$ cat config.mk
export PLATFORM = sky130hd
export DESIGN_NAME = spi_sd_ctrl_flat
export DESIGN_NICKNAME = d
export VERILOG_FILES = /design/src/rtl/spi_sd_pkg.sv /design/src/rtl/spi_sd_ctrl_if.sv /design/src/rtl/spi_sd_clkgen.sv /design/src/rtl/spi_sd_ctrl.sv /design/src/flat_wrapper.sv
export SDC_FILE = /design/constraint.sdc
export NUM_CORES = 1
export LEC_CHECK = 0
export ABC_CLOCK_PERIOD_IN_PS = 2600
export CAP_MARGIN = 5
export CORE_MARGIN = 3
export CORE_UTILIZATION = 50
export DETAILED_ROUTE_END_ITERATION = 12
export GPL_ROUTABILITY_DRIVEN = 0
export MAX_ROUTING_LAYER = met4
export PLACE_DENSITY = 0.8
export SYNTH_ARGS = -nofsm -noshare
export SYNTH_HDL_FRONTEND = slang
export SYNTH_SLANG_ARGS = --single-unit
$ cat constraint.sdc
create_clock -name clk -period 2.6 [get_ports clk]
set_input_delay 0.52 -clock clk [delete_from_list [all_inputs] [get_ports clk]]
set_output_delay 0.52 -clock clk [all_outputs]
set_load 0.02 [all_outputs]
$ cat src/rtl/spi_sd_pkg.sv
// Shared definitions for the SD-card SPI master: register offsets,
// STATUS/CTRL bit positions and the shift-engine state encoding.
package spi_sd_pkg;

    // Register offsets within the 0x5010-0x501F window (rs field)
    localparam logic [1:0] REG_DATA = 2'd0;
    localparam logic [1:0] REG_CTRL = 2'd1;
    localparam logic [1:0] REG_DIV  = 2'd2;

    // STATUS read bit positions
    localparam int ST_DONE = 7;
    localparam int ST_BUSY = 6;
    localparam int ST_OVR  = 5;
    localparam int ST_IE   = 1;
    localparam int ST_SS   = 0;

    // CTRL write bit positions
    localparam int CTRL_SS      = 0;
    localparam int CTRL_IE      = 1;
    localparam int CTRL_OVR_CLR = 2;

    // DATA register value before any transfer has completed
    localparam logic [7:0] DATA_RESET = 8'hFF;

    // Shift engine phases: LOW drives MOSI, HIGH samples MISO
    typedef enum logic [1:0] {
        IDLE = 2'd0,
        LOW  = 2'd1,
        HIGH = 2'd2
    } spi_state_e;

endpackage

$ cat src/rtl/spi_sd_ctrl_if.sv
// CPU-side bus of the SD SPI master. The read-data signal is called dout
// because "do" is a reserved word in SystemVerilog.
interface spi_sd_ctrl_if;
    logic       cs;
    logic       we;
    logic [1:0] rs;
    logic [7:0] di;
    logic [7:0] dout;
    logic       irq_n;

    // CPU / address-decoder side
    modport master (output cs, we, rs, di, input dout, irq_n);
    // Peripheral side
    modport slave  (input cs, we, rs, di, output dout, irq_n);
endinterface

$ cat src/rtl/spi_sd_clkgen.sv
// Phase timer for the SPI shift engine: a down-counter that is reloaded on
// every phase entry and flags the last cycle of the phase with tick.
module spi_sd_clkgen #(
    parameter int DIV_W = 8
) (
    input  logic             clk,
    input  logic             reset,
    input  logic             reload,
    input  logic [DIV_W-1:0] load_val,
    output logic             tick
);
    logic [DIV_W-1:0] cnt_q;
    logic [DIV_W-1:0] cnt_d;

    // Reload has priority; otherwise count down and park at zero
    always_comb begin
        cnt_d = cnt_q;
        if (reload) begin
            cnt_d = load_val;
        end else if (cnt_q != '0) begin
            cnt_d = cnt_q - DIV_W'(1);
        end
    end

    // Counter register
    always_ff @(posedge clk or posedge reset) begin
        if (reset) begin
            cnt_q <= '0;
        end else begin
            cnt_q <= cnt_d;
        end
    end

    assign tick = (cnt_q == '0);
endmodule

$ cat src/rtl/spi_sd_ctrl.sv
// Memory-mapped SPI mode-0 master for the SD card slot.
// Optional feature macro: SPI_SD_IRQ_EN (IE bit and irq_n output); when it is
// not defined irq_n is tied high and IE reads as 0.
// An accepted DATA write is latched at edge N (start_q) and the first LOW
// phase begins at edge N+1; during that one-cycle gap further DATA writes are
// already treated as overruns.
module spi_sd_ctrl
    import spi_sd_pkg::*;
#(
    parameter int DIV_W     = 8,
    parameter int DIV_RESET = 0
) (
    input  logic               clk,
    input  logic               reset,
    spi_sd_ctrl_if.slave       bus,
    output logic               sd_clk,
    output logic               sd_mosi,
    input  logic               sd_miso,
    output logic               sd_cs_n
);
    spi_state_e       state_q, state_d;
    logic [7:0]       shift_q, shift_d;
    logic [7:0]       data_q, data_d;
    logic [DIV_W-1:0] div_q, div_d;
    logic [DIV_W-1:0] div_act_q, div_act_d;
    logic [2:0]       bit_q, bit_d;
    logic             start_q, start_d;
    logic             done_q, done_d;
    logic             ovr_q, ovr_d;
    logic             ss_q, ss_d;
    logic             sclk_q, sclk_d;
    logic             mosi_q, mosi_d;
    logic             ie_bit;

    logic             wr_data, rd_data, wr_ctrl, wr_div;
    logic             busy, accept, complete;
    logic             tick, reload;
    logic [DIV_W-1:0] load_val;
    logic [7:0]       status;
    logic [7:0]       rdata;

    assign wr_data = bus.cs &  bus.we & (bus.rs == REG_DATA);
    assign rd_data = bus.cs & ~bus.we & (bus.rs == REG_DATA);
    assign wr_ctrl = bus.cs &  bus.we & (bus.rs == REG_CTRL);
    assign wr_div  = bus.cs &  bus.we & (bus.rs == REG_DIV);

    assign busy   = (state_q != IDLE);
    assign accept = wr_data & ~busy & ~start_q;

    // Phase timer restarts on every state entry; the first LOW uses the fresh DIV
    assign reload   = start_q | (busy & tick);
    assign load_val = start_q ? div_q : div_act_q;

    spi_sd_clkgen #(.DIV_W(DIV_W)) u_clkgen (
        .clk      (clk),
        .reset    (reset),
        .reload   (reload),
        .load_val (load_val),
        .tick     (tick)
    );

    // Shift engine sequencing plus register-file updates from the CPU bus
    always_comb begin
        state_d   = state_q;
        shift_d   = shift_q;
        data_d    = data_q;
        div_d     = div_q;
        div_act_d = div_act_q;
        bit_d     = bit_q;
        start_d   = 1'b0;
        done_d    = done_q;
        ovr_d     = ovr_q;
        ss_d      = ss_q;
        sclk_d    = sclk_q;
        mosi_d    = mosi_q;
        complete  = 1'b0;

        case (state_q)
            IDLE: begin
                if (start_q) begin
                    state_d   = LOW;
                    div_act_d = div_q;
                    bit_d     = '0;
                    sclk_d    = 1'b0;
                    mosi_d    = shift_q[7];
                end
            end
            LOW: begin
                if (tick) begin
                    state_d = HIGH;
                    sclk_d  = 1'b1;
                    shift_d = {shift_q[6:0], sd_miso};
                end
            end
            HIGH: begin
                if (tick) begin
                    sclk_d = 1'b0;
                    bit_d  = bit_q + 3'd1;
                    if (bit_q == 3'd7) begin
                        state_d  = IDLE;
                        mosi_d   = 1'b1;
                        data_d   = shift_q;
                        complete = 1'b1;
                    end else begin
                        state_d = LOW;
                        mosi_d  = shift_q[7];
                    end
                end
            end
            default: state_d = IDLE;
        endcase

        if (accept) begin
            shift_d = bus.di;
            start_d = 1'b1;
            done_d  = 1'b0;
        end else if (wr_data) begin
            ovr_d = 1'b1;
        end

        // Completion is applied last so it beats a same-edge DATA read
        if (rd_data) begin
            done_d = 1'b0;
        end
        if (complete) begin
            done_d = 1'b1;
        end

        if (wr_ctrl) begin
            ss_d = bus.di[CTRL_SS];
            if (bus.di[CTRL_OVR_CLR]) begin
                ovr_d = 1'b0;
            end
        end
        if (wr_div) begin
            div_d = DIV_W'(bus.di);
        end
    end

    // Main state and register-file flops
    always_ff @(posedge clk or posedge reset) begin
        if (reset) begin
            state_q   <= IDLE;
            shift_q   <= '0;
            data_q    <= DATA_RESET;
            div_q     <= DIV_W'(DIV_RESET);
            div_act_q <= DIV_W'(DIV_RESET);
            bit_q     <= '0;
            start_q   <= 1'b0;
            done_q    <= 1'b0;
            ovr_q     <= 1'b0;
            ss_q      <= 1'b0;
            sclk_q    <= 1'b0;
            mosi_q    <= 1'b1;
        end else begin
            state_q   <= state_d;
            shift_q   <= shift_d;
            data_q    <= data_d;
            div_q     <= div_d;
            div_act_q <= div_act_d;
            bit_q     <= bit_d;
            start_q   <= start_d;
            done_q    <= done_d;
            ovr_q     <= ovr_d;
            ss_q      <= ss_d;
            sclk_q    <= sclk_d;
            mosi_q    <= mosi_d;
        end
    end

`ifdef SPI_SD_IRQ_EN
    logic ie_q, ie_d;
    logic irq_q, irq_d;

    // Interrupt enable and registered interrupt, computed from next-state DONE
    always_comb begin
        ie_d = ie_q;
        if (wr_ctrl) begin
            ie_d = bus.di[CTRL_IE];
        end
        irq_d = ~(done_d & ie_d);
    end

    // Interrupt flops
    always_ff @(posedge clk or posedge reset) begin
        if (reset) begin
            ie_q  <= 1'b0;
            irq_q <= 1'b1;
        end else begin
            ie_q  <= ie_d;
            irq_q <= irq_d;
        end
    end

    assign ie_bit    = ie_q;
    assign bus.irq_n = irq_q;
`else
    assign ie_bit    = 1'b0;
    assign bus.irq_n = 1'b1;
`endif

    // STATUS assembly and read mux; reads are 0x00 when not selected
    always_comb begin
        status          = '0;
        status[ST_DONE] = done_q;
        status[ST_BUSY] = busy;
        status[ST_OVR]  = ovr_q;
        status[ST_IE]   = ie_bit;
        status[ST_SS]   = ss_q;
        rdata           = 8'h00;
        if (bus.cs) begin
            case (bus.rs)
                REG_DATA: rdata = data_q;
                REG_CTRL: rdata = status;
                REG_DIV:  rdata = 8'(div_q);
                default:  rdata = 8'h00;
            endcase
        end
    end

    assign bus.dout = rdata;
    assign sd_clk   = sclk_q;
    assign sd_mosi  = mosi_q;
    assign sd_cs_n  = ~ss_q;
endmodule

$ cat src/flat_wrapper.sv
// flat-port wrapper written by rule: the top's interface ports become plain ports
module spi_sd_ctrl_flat import spi_sd_pkg::*;
#(
    parameter int DIV_W     = 8,
    parameter int DIV_RESET = 0
)
  (clk, reset, sd_clk, sd_mosi, sd_miso, sd_cs_n, bus_cs, bus_we, bus_rs, bus_di, bus_dout, bus_irq_n);
  spi_sd_ctrl_if bus_i ();
  input  logic clk;
  input  logic reset;
  output logic sd_clk;
  output logic sd_mosi;
  input  logic sd_miso;
  output logic sd_cs_n;
  input wire logic [$bits(bus_i.cs)-1:0] bus_cs;
  input wire logic [$bits(bus_i.we)-1:0] bus_we;
  input wire logic [$bits(bus_i.rs)-1:0] bus_rs;
  input wire logic [$bits(bus_i.di)-1:0] bus_di;
  output wire logic [$bits(bus_i.dout)-1:0] bus_dout;
  output wire logic [$bits(bus_i.irq_n)-1:0] bus_irq_n;
  assign bus_i.cs = bus_cs;
  assign bus_i.we = bus_we;
  assign bus_i.rs = bus_rs;
  assign bus_i.di = bus_di;
  assign bus_dout = bus_i.dout;
  assign bus_irq_n = bus_i.irq_n;
  spi_sd_ctrl #(.DIV_W(DIV_W), .DIV_RESET(DIV_RESET)) u_core (.clk(clk), .reset(reset), .bus(bus_i), .sd_clk(sd_clk), .sd_mosi(sd_mosi), .sd_miso(sd_miso), .sd_cs_n(sd_cs_n));
endmodule
==> reports/results.ini <==
[pwr]
p_comb_frac = 0.311
peakVddDrop_mv = 0.368
netSwitchingPower_uw = 844
p_per_area_nw_per_um2 = 810
power.clock.fraction = 0.186
p_leak_nw = 1.45
seqPwrFrac = 0.503
total_power_mw = 2.50
internal-power_mw = 1.65
netSwitchingFraction = 0.338

[setup_path]
arrival_ps = 2000
endpoint_kind = primary output
worstSetupStartpointType = input pin
cp_cell_sequence = clkdlybuf4s50_1, buf_4, mux2i_1, o21ai_0, and2_1, dlygate4sd2_1
cp_max_fo = 9
max_stage_delay_ps = 500
crit_type = in -> out
crit_slowest_cell = clkdlybuf4s50_1
required_ps = 2080

[sta]
finalSetupViolCount = 0
max_freq_mhz = 396
fin_crit_ps = 2520
drv_slew = 0
hold_viol = 0
tightest_slew_ps = 625
fin_ws_ps = 76.1
skew_ps = 9.27
slew_headroom = 0.583
hold_ws_ps = 511
fin_crit_sh = 0.971
fin_setup_tns_ps = 0

[routing]
wl_um = 5490
route.detailed.drc = 0
ant_nets = 0
viasPerCell = 5.46
drt_first_pass_iters = 4
num_vias = 1845
drt_first_iter_violations = 118
wl_per_cell_um = 16.2

[global_routing]
grt_pass1_vias = 1776
grt_pass1_wl_um = 9130
grt_max_degree = 52
antenna_found_initial = 0
grt_usage = 0.194
grt_overflow_total = 0

[flow_run]
cap_violations = 0

[finish]
final_cell_mix = dfrtp_1 (42), mux2i_1 (22), mux2_2 (20), nor2_1 (20), nand2_1 (18)
drive_gt1_frac = 0.225
layout_commonest_cell = dfrtp_1
antenna_cells = 0
fill_cells = 438
nets = 289
area_growth_pct = 15.6

[floorplan]
die_area_um2 = 6250
rows = 25
io_pins = 27
initial_utilization = 0.540
core-area_um2 = 4940
die_w_um = 79.0
die_h_um = 79.0

[logic_synthesis]
yosysSeqAreaShare = 0.483
synth_seq_cells = 51
synth_compound_area_frac = 0.0947
syn_area_um2 = 2670
yosysWarnings = 0
synth_xor_area_frac = 0.00985
synthAdderAreaFrac = 0.0188
syn_nets = 261
netlist_instances = 242
synth_mux_area_frac = 0.212
yosysUniqueCellTypes = 40
synth_simple_gate_area_frac = 0.139
synth_top_family_by_area = multiplexers
avgSynthCellArea_um2 = 11.0

[placement]
dpl.hpwl_um = 3850
pre_cts_slack_ps = -136
io_buffers = 25

[cts]
h-tree-depth = 2
cts_setup_buffers = 0
worstSkewPairLatency_ps = 300
hold_buffers = 0
root_buffer = clkbuf_8
clkTransAtPathRegs_ps = 80
clock-sinks = 51
cts_buffers = 5
cts_tree = built
clk_path_buf_depth = 2

[run_status]
status = finished, final reports clean

[worst_hold_path]
hold_path_class = reg -> reg

## stage by stage
stage	std cells	util	area, um^2
6_report	338	0.624	3080
5_1_grt	338	0.624	3080
4_1_cts	338	0.623	3080
3_5_place_dp	330	0.606	2990
3_3_place_gp	330	0.606	2990
2_1_floorplan	242	-	2670
## worst max-delay path, delay by kind of cell
kind                   cells  cell delay [ps]
buffers and inverters      3             1010
muxes                      1              200
and+or+nand+nor            1              180
AOI/OAI and AO/OA          1              100
## power by group through the flow
stage	logic (mW)	clock network (mW)	registers (mW)
5_1_grt	0.872	0.505	1.29
3_5_place_dp	0.779	0	1.27
3_3_place_gp	0.757	0	1.25
2_1_floorplan	0.571	0	1.22
4_1_cts	0.784	0.479	1.26
6_report	0.776	0.465	1.26
## layer usage
metal | vias to the layer above | global-route usage | part of all wire
met5 | - | - | 0
met4 | 0 | 0.0515 | 0.0087
met3 | 5 | 0.0340 | 0.032
met2 | 37 | 0.298 | 0.49
met1 | 911 | 0.269 | 0.47
li1 | 892 | - | -
## final timing paths
kind,start,end,slack (ps),cells past startpoint
max,bus_rs[1],bus_dout[0],80,6
min,u_core.bit_q[0]$_DFFE_PP0P_,u_core.bit_q[0]$_DFFE_PP0P_,510,1
min in group asynchronous,reset,u_core.u_clkgen.cnt_q[1]$_DFFE_PP0P_,690,3
min reg2reg,u_core.bit_q[0]$_DFFE_PP0P_,u_core.bit_q[0]$_DFFE_PP0P_,510,1
max reg2reg,u_core.u_clkgen.cnt_q[0]$_DFFE_PP0P_,u_core.data_q[2]$_DFFE_PP1P_,540,7
max in group asynchronous,reset,u_core.div_q[5]$_DFFE_PP0P_,1480,3
## logic make-up (layout without fill, tap and decap cells)
logic type	count (synthesis)	count (layout)
compound gates	42	42
simple gates	70	70
buf+inv	21	50
xor+xnor	3	3
mux	50	50
flops	51	51
other cells	1	1
fa+ha+maj	4	4
## timing repair
item	in CTS	in global routing
setup endpoints to repair	8	2
gates resized for setup	6	3
endpoints found under the hold margin	0	0
## Yosys cell counts
cell type / count / share of area
nor3b_1: 3 / 0.0084
dfrtp_1: 42 / 0.39
inv_1: 7 / 0.0099
ha_1: 4 / 0.019
nor4_4: 1 / 0.0080
a31o_2: 2 / 0.0066
a31oi_1: 3 / 0.0070
mux2_2: 20 / 0.084
o311ai_0: 1 / 0.0033
nor2b_1: 7 / 0.016
and3b_1: 1 / 0.0033
a211o_1: 1 / 0.0033
nor3_1: 2 / 0.0038
nand3b_1: 2 / 0.0056
buf_12: 1 / 0.0075
buf_4: 3 / 0.0084
and2_1: 6 / 0.014
a22o_1: 2 / 0.0066
o21a_1: 1 / 0.0028
buf_2: 3 / 0.0056
xor2_1: 3 / 0.0099
nand2_1: 18 / 0.025
conb_1: 1 / 0.0014
a21oi_1: 17 / 0.032
nor2_1: 20 / 0.028
mux2_4: 8 / 0.045
o21bai_1: 2 / 0.0056
nand3_1: 2 / 0.0038
and3_4: 1 / 0.0042
dfstp_2: 9 / 0.089
clkbuf_1: 7 / 0.0099
nand4b_1: 2 / 0.0066
or2_2: 1 / 0.0023
or3_1: 1 / 0.0023
o21ai_0: 10 / 0.019
a2bb2oi_1: 1 / 0.0033
o31ai_1: 2 / 0.0056
and3_1: 1 / 0.0023
nand2b_1: 2 / 0.0047
mux2i_1: 22 / 0.083
## cell type report
type | instances | area (um^2) | area share
clock buffer | 7 | 86.3 | 0.0280
timing repair buffer | 35 | 323 | 0.105
clock inverter | 1 | 5.00 | 0.00162
multi-input combinational | 170 | 1270 | 0.413
tap | 67 | 83.8 | 0.0272
sequential | 51 | 1290 | 0.417
inverter | 7 | 26.3 | 0.00852
## flip-flops by register name (all words and copies together) (netlist names), 2 cells and up
name and count:
u_core.data_q 8, u_core.shift_q 8, u_core.div_q 8, u_core.u_clkgen.cnt_q 8, u_core.state_q 2, u_core.div_act_q 8
u_core.bit_q 3
(Power assumes the default switching activity.)
